$ cat src/rtl/core_mem_arbiter.sv
`default_nettype none
// ============================================================================
//  Module   : core_mem_arbiter
//  Purpose  : Shares one memory port between the instruction-fetch requester
//             and the load/store requester. One transaction is in flight at a
//             time; data wins ties unless fetch has been starved too long.
//  Revision : 1.0 - initial release
// ============================================================================
module core_mem_arbiter #(
    parameter int ADDR_W      = 32,
    parameter int DATA_W      = 32,
    parameter int MAX_D_BURST = 4
) (
    input  logic                clk,
    input  logic                rst_n,
    // instruction-fetch requester
    input  logic                if_req,
    input  logic [ADDR_W-1:0]   if_addr,
    output logic [DATA_W-1:0]   if_rdata,
    output logic                if_ack,
    // load/store requester
    input  logic                d_req,
    input  logic                d_we,
    input  logic [ADDR_W-1:0]   d_addr,
    input  logic [DATA_W-1:0]   d_wdata,
    input  logic [DATA_W/8-1:0] d_wstrb,
    output logic [DATA_W-1:0]   d_rdata,
    output logic                d_ack,
    // shared memory port
    output logic                mem_req,
    output logic                mem_we,
    output logic [ADDR_W-1:0]   mem_addr,
    output logic [DATA_W-1:0]   mem_wdata,
    output logic [DATA_W/8-1:0] mem_wstrb,
    input  logic [DATA_W-1:0]   mem_rdata,
    input  logic                mem_ack,
    // debug status
    output logic                grant_d
);

    localparam int         C_STRB_W    = DATA_W / 8;
    localparam logic [3:0] C_MAX_BURST = 4'(MAX_D_BURST);

    localparam logic [1:0] S_IDLE   = 2'd0;
    localparam logic [1:0] S_BUSY_I = 2'd1;
    localparam logic [1:0] S_BUSY_D = 2'd2;

    logic [1:0]          state_q, state_d;
    logic                take_i, take_d;
    logic                mem_req_q, mem_we_q, grant_d_q;
    logic [ADDR_W-1:0]   mem_addr_q;
    logic [DATA_W-1:0]   mem_wdata_q;
    logic [C_STRB_W-1:0] mem_wstrb_q;
    logic [3:0]          starve_q, starve_d;

    // State register; reset abandons any in-flight transaction
    always_ff @(posedge clk or negedge rst_n) begin
        if (!rst_n) begin
            state_q <= S_IDLE;
        end else begin
            state_q <= state_d;
        end
    end

    // Next-state and arbitration: data wins ties until fetch has waited
    // MAX_D_BURST consecutive data grants
    always_comb begin
        state_d = state_q;
        take_i  = 1'b0;
        take_d  = 1'b0;
        case (state_q)
            S_IDLE: begin
                if (d_req && !(if_req && (starve_q == C_MAX_BURST))) begin
                    take_d  = 1'b1;
                    state_d = S_BUSY_D;
                end else if (if_req) begin
                    take_i  = 1'b1;
                    state_d = S_BUSY_I;
                end
            end
            S_BUSY_I, S_BUSY_D: begin
                if (mem_ack) begin
                    state_d = S_IDLE;
                end
            end
            default: state_d = S_IDLE;
        endcase
    end

    // Completion routing: ack and read data go only to the granted side,
    // and rdata reads as zero whenever that side's ack is low
    always_comb begin
        if_ack   = 1'b0;
        d_ack    = 1'b0;
        if_rdata = '0;
        d_rdata  = '0;
        if (mem_ack && (state_q == S_BUSY_I)) begin
            if_ack   = 1'b1;
            if_rdata = mem_rdata;
        end
        if (mem_ack && (state_q == S_BUSY_D)) begin
            d_ack   = 1'b1;
            d_rdata = mem_rdata;
        end
    end

    // Starvation counter next value: counts data grants that bypassed a
    // waiting fetch, saturating at the burst limit
    always_comb begin
        starve_d = starve_q;
        if (take_i) begin
            starve_d = 4'd0;
        end else if (take_d) begin
            if (!if_req) begin
                starve_d = 4'd0;
            end else if (starve_q != C_MAX_BURST) begin
                starve_d = starve_q + 4'd1;
            end
        end
    end

    // Starvation counter register
    always_ff @(posedge clk or negedge rst_n) begin
        if (!rst_n) begin
            starve_q <= 4'd0;
        end else begin
            starve_q <= starve_d;
        end
    end

    // Memory-port registers: latch the winner on the grant edge, hold while
    // busy, drop the request on the edge after mem_ack
    always_ff @(posedge clk or negedge rst_n) begin
        if (!rst_n) begin
            mem_req_q   <= 1'b0;
            mem_we_q    <= 1'b0;
            mem_addr_q  <= '0;
            mem_wdata_q <= '0;
            mem_wstrb_q <= '0;
            grant_d_q   <= 1'b0;
        end else if (take_i) begin
            mem_req_q   <= 1'b1;
            mem_we_q    <= 1'b0;
            mem_addr_q  <= if_addr;
            mem_wdata_q <= '0;
            mem_wstrb_q <= '0;
            grant_d_q   <= 1'b0;
        end else if (take_d) begin
            mem_req_q   <= 1'b1;
            mem_we_q    <= d_we;
            mem_addr_q  <= d_addr;
            mem_wdata_q <= d_wdata;
            mem_wstrb_q <= d_wstrb;
            grant_d_q   <= 1'b1;
        end else if ((state_q != S_IDLE) && mem_ack) begin
            mem_req_q   <= 1'b0;
            mem_we_q    <= 1'b0;
        end
    end

    assign mem_req   = mem_req_q;
    assign mem_we    = mem_we_q;
    assign mem_addr  = mem_addr_q;
    assign mem_wdata = mem_wdata_q;
    assign mem_wstrb = mem_wstrb_q;
    assign grant_d   = grant_d_q;

endmodule
`default_nettype wire

$ cat config.mk
export PLATFORM = sky130hd
export DESIGN_NAME = core_mem_arbiter
export DESIGN_NICKNAME = d
export VERILOG_FILES = /design/src/rtl/core_mem_arbiter.sv
export SDC_FILE = /design/constraint.sdc
export NUM_CORES = 1
export LEC_CHECK = 0
export BUFFER_PORTS_ARGS = -buffer_cell sky130_fd_sc_hd__buf_2
export CORE_AREA = 2 2 106 108
export DETAILED_ROUTE_END_ITERATION = 7
export DIE_AREA = 0 0 108 110
export PLACE_DENSITY = 0.7
export SYNTH_ARGS = -nofsm -noshare
export SYNTH_HDL_FRONTEND = slang
export SYNTH_SLANG_ARGS = --single-unit
$ cat constraint.sdc
create_clock -name clk -period 4.7 [get_ports clk]
set_input_delay 0.47 -clock clk [delete_from_list [all_inputs] [get_ports clk]]
set_output_delay 0.47 -clock clk [all_outputs]
set_load 0.02 [all_outputs]
# ---- Word level (Yosys, flattened, before mapping)
# Index checks and enable logic that the tools add are counted.
dict set report classes {
  n_mul 0
  order_cmp 0
  n_addsub 1
  reduce_logical 13
  n_shift 0
  div_mod_pow 0
  eq_ne 7
  muxes 30
  bitwise 0
}
# operator count
set op_table {}
lappend op_table {{two-way mux 32 bit} 6}
lappend op_table {{two-way mux 4 bit} 6}
lappend op_table {{two-way mux 1 bit} 14}
lappend op_table {{two-way mux 2 bit} 3}
lappend op_table {{logical AND 1 bit} 5}
lappend op_table {{adder 4 x 1 -> 4 bit, second input constant} 1}
lappend op_table {{== test 4 x 3 -> 1 bit, second input constant} 1}
lappend op_table {{inequality test 4 x 3 -> 1 bit, second input constant} 1}
lappend op_table {{one-hot mux 2 bit (2 select lines)} 1}
lappend op_table {{AND reduction 2 bit} 2}
lappend op_table {{nonzero test 2 bit} 2}
lappend op_table {{inequality test 3 x 1 -> 1 bit, second input constant} 1}
lappend op_table {{inequality test 3 bit, second input constant} 1}
lappend op_table {{nonzero test 3 bit} 1}
lappend op_table {{== test 2 x 1 -> 1 bit, second input constant} 1}
lappend op_table {{== test 2 bit, second input constant} 1}
lappend op_table {{logical NOT 2 bit} 1}
lappend op_table {{inequality test 2 bit, second input constant} 1}
lappend op_table {{OR reduction 2 bit} 1}
lappend op_table {{logical NOT 1 bit} 1}
dict set report word_totals {
  inputBits 138
  latchBits 0
  register_bits 77
  n_memories 0
  romBits 0
  out_inout_bits 137
  ram_bits 0
}

# ---- Depth between registers and ports, before layout
dict set report logic_depth {
  ltp_word 8
  mapped_depth 8
  ltp_nobuf 5
}

# ---- Least setup slack after synthesis
# Ideal clock, no wire load.
dict set report synth_path {
  path_kind {reg-to-reg}
  startpoint {register state_q[0]}
  endpoint {register mem_addr_q[0], in the netlist mem_addr[0]}
  stages_incl_launch_ff 9
  arrival_ns 1.583
  synth_period_minus_slack_ns 1.709
  n_path_buf 3
  slack_ns 2.991
  cell_sequence {dfrtp_1 -> inv_1 -> ha_1 -> buf_6 -> and2_4 -> and2_4 -> buf_6 -> buf_6 -> a221o_1}
}
dict set report synth_between {
  elab_chain_len 3
  word_cells_on_any_way 5
  cone_classes {mux (3); reduce/logical (2)}
}
# element line
set synth_rtl {}
lappend synth_rtl {{from (decl)} 48} ;# logic [1:0] state_q, state_d;
lappend synth_rtl {{from (signal assigned)} 61} ;# state_q <= state_d;
lappend synth_rtl {{logical NOT 2 bit *} 71} ;# case (state_q)
lappend synth_rtl {{two-way mux 1 bit} 71}
lappend synth_rtl {{two-way mux 32 bit / nonzero test 2 bit (equally long branches)} --}
lappend synth_rtl {{to (signal assigned)} 144} ;# mem_addr_q <= if_addr;
lappend synth_rtl {{to (signal assigned)} 151} ;# mem_addr_q <= d_addr;
lappend synth_rtl {{to (decl)} 51} ;# logic [ADDR_W-1:0] mem_addr_q;
# Mark *: on every way between the ends. The rest lies on a longest branch, timed or not.
# A chain may end at the register's enable or synchronous reset.

# ---- Worst setup path after layout
dict set report layout_path {
  startpoint {register state_q[0]}
  endpoint {output d_rdata[25]}
}
dict set report layout_between {
  elab_chain_len 3
}
# element line
set layout_rtl {}
lappend layout_rtl {{== test 2 bit} 101} ;# if (mem_ack && (state_q == S_BUSY_D)) begin
lappend layout_rtl {{logical AND 1 bit} 101}
lappend layout_rtl {{two-way mux 32 bit} 101}
lappend layout_rtl {{to (decl)} 27} ;# output logic [DATA_W-1:0] d_rdata,
# No other way between the ends.

==> impl_metrics.ini <==
[floorplanning]
dieArea_um2 = 11880
die_width_um = 108
num_rows = 38
die_h_um = 110
io_pins = 275
coreArea_um2 = 10700
floorplan.initialDensity = 0.3442

[yosys]
dominantRegCellSynth = sky130_fd_sc_hd__dfrtp_1
ys_top_cells_by_area = sky130_fd_sc_hd__dfrtp_1 52%, sky130_fd_sc_hd__and3_1 11%, sky130_fd_sc_hd__a22o_1 8.8%
post-synth-top-area-cell = sky130_fd_sc_hd__dfrtp_1
synth-seq-area-share = 0.5233
synthesis.yosys.warnings = 0
post_synth_inst_count = 323
synth_edf_count = 0
synth_async_sr_flop_share = 1.000
syn-cell-area_um2 = 3682
netlist-cell-type-count = 30
synth.top_cell.area_share = 0.5233
syn-num-nets = 466
synthesis.area_per_instance_um2 = 11.40
synth-seq-cells = 77

[clocking]
cts_resized = 0
clkSlewWorstSetupHoldPaths_ps = 80
clock_tree_from_tritoncts = built
post_cts.repair.setup_buffers = 0
cts.htree.levels = 3
cts_inserted_buffers = 9
number_of_buffers_inserted_for_hold_repair_after_clock_tree_synthesis = 0
insertion_delay_ps = 360
ctsRootBufferMaster = sky130_fd_sc_hd__clkbuf_8
clock-sinks = 77
maximum_clock_insertion_buffer_count = 2

[worst_setup_path]
crit_arrival_ps = 2020
kind_of_cell_adding_the_most_delay_to_the_critical_path = adder cells
worstReg2RegStart = state_q[0]
worst-endpoint-required_ps = 4230
critPathMaxFanout = 33
regToRegEndpoint = mem_wdata[25]
critical_path_class = reg2out
worst-r2r-cell-count = 5
timing.critical_path.cells = inv_1, ha_1, and3_1, buf_2
startpoint_type = flip-flop
crit_slowest_cell = sky130_fd_sc_hd__ha_1
timing.critical_path.to_type = output pin
slowest_delay_ps = 740
critical_path.n_buffers_inverters = 2
timing.reg2reg.setup_slack_ps = 2600

[global_route]
grt_pass1_wl_mm = 16.66
groute.usage.overall = 0.1803
largest_net_degree_at_the_start_of_global_routing = 78
antenna_found_initial = 0
gr-total-overflow = 0
first_global_vias = 3351

[timing]
fin_tns_setup_ps = 0
final_hold_vios = 0
timing.clock.skew_ps = 19.55
setup_viol = 0
holdWs_ps = 251.9
max_freq_mhz = 402.1
worst_pin_slew_ps = 949.6
post-route-period-util = 0.5292
post-route-min-period_ps = 2487
relSlewSlack = 0.3669
rsz0062_at_grt = false
drv_slew = 0

[final_layout]
final-instance-count-excl-fill = 721
post_route_cells_drive_above_1_share = 0.5146
final_core_utilization = 0.4930
area.growth.synth_to_final_pct = 43.22
final_nets = 719
num_antenna_cells = 0

[power]
ir_worst_vdd_v = 0.0003022
pwr_density_cell_nw_per_um2 = 650.3
power.static_leakage_nw = 3.154

[detailed_routing]
initialDrtViolationCount = 271
route.met3.wl_mm = 1.207
drcViolationCount = 0
post_drt_via_cell_ratio = 5.018
average_wire_per_standard_cell_um = 15.65
drtPass1Iterations = 4
finalWirelength_mm = 11.28
ant_nets = 0
wl_met1_mm = 4.612
highest-signal-layer = met4
detailed_routed_wire_length_on_met2_mm = 5.273
route.vias.total = 3618

[run_status]
run_status = finished, final reports clean

[place]
place_inst = 705
portBuffers = 274
gpl.final_weighted_congestion = 0.8135
detailed_place_hpwl_mm = 8.154

[job]
drv_cap = 0

[min_path]
timing.hold.worst.class = in2async
area by class of cell:
cell class,instances,area (um^2)
Clock buffer,11,151.4
Clock inverter,5,66.31
Fill cell,1013,5424
Inverter,5,18.77
Multi-Input combinational cell,207,1546
Sequential cell,77,1927
Tap cell,140,175.2
Timing Repair Buffer,276,1389
cells by family (layout without fill, tap and decap cells):
logic type      Yosys count  in the layout  share of synthesized area
compound gates           79             79                     0.1923
fa+ha+maj                 5              5                    0.01699
buf+inv                  39            297                    0.05980
flops                    77             77                     0.5233
mux                       3              3                   0.008834
simple gates            120            120                     0.1988
cells in the mapped netlist, drive strengths merged, types with 2 or more instances:
cell	n
ha	5
a21oi	2
mux2	2
and2	36
nand2	6
dfrtp	77
nand3	2
o21ai	4
nor2	4
and3	64
clkbuf	15
inv	5
nand4	3
a22o	37
buf	19
a221o	32
nor2b	2
worst reg2reg max path, delay by kind of cell (launching register included):
family                   cells  cell delay [ps]
AND/OR/NAND/NOR              2              830
buffers and inverters        1               80
AO/OA/AOI/OAI                1              330
flip-flops                   1              400
adder cells (fa/ha/maj)      1              380
report_power, final:
group	leakage (nW)	switching (mW)	total (mW)	internal, mW
combinational	2.08	1.05	1.73	0.676
clock	0.108	0.263	0.544	0.281
sequential	0.968	0.177	1.16	0.980
total	3.15	1.49	3.43	1.94
layout by cell type (no fill, tap or decap), drive strengths merged, types with 2 or more instances in the layout:
cell    count
buf       276
dfrtp      77
and3       64
a22o       37
and2       36
a221o      32
clkbuf     11
inv         7
nand2       6
ha          5
nor2        4
o21ai       4
nand4       3
nand3       2
nor2b       2
mux2        2
a21oi       2
how the worst max path moves through the flow:
stage               startpoint            to  slack (ps)  cells past startpoint
finish              state_q[0]   d_rdata[25]        2210                      4
global route        state_q[1]  if_rdata[31]        2080                      4
CTS                 state_q[0]   d_rdata[25]        2190                      4
detailed placement  state_q[1]  if_rdata[31]        2600                      4
global placement    state_q[0]    state_q[1]        2670                      5
floorplan           state_q[0]   mem_addr[0]        2990                      8
metrics by stage:
| stage | setup slack [ps] | power [mW] | area (um^2) |
|---|---|---|---|
| finish | 2213 | 3.430 | 5274 |
| global route | 2081 | 3.651 | 5274 |
| CTS | 2189 | 3.473 | 5274 |
| detailed placement | 2599 | 2.911 | 5056 |
| global placement | 2668 | 2.864 | 5056 |
| floorplan | 2991 | 2.340 | 3682 |
registers in the layout (all words and copies together) (netlist names):
signal / flops
mem_addr: 32
mem_wdata: 32
mem_wstrb: 4
starve_q: 4
state_q: 2
grant_d: 1
mem_req: 1
mem_we: 1
layer usage:
layer	track usage	up-vias
li1	-	1711
met1	0.2222	1694
met2	0.2929	199
met3	0.06290	14
met4	0.06777	0
met5	0	-
Note: power is estimated with default switching activity, not from simulation.
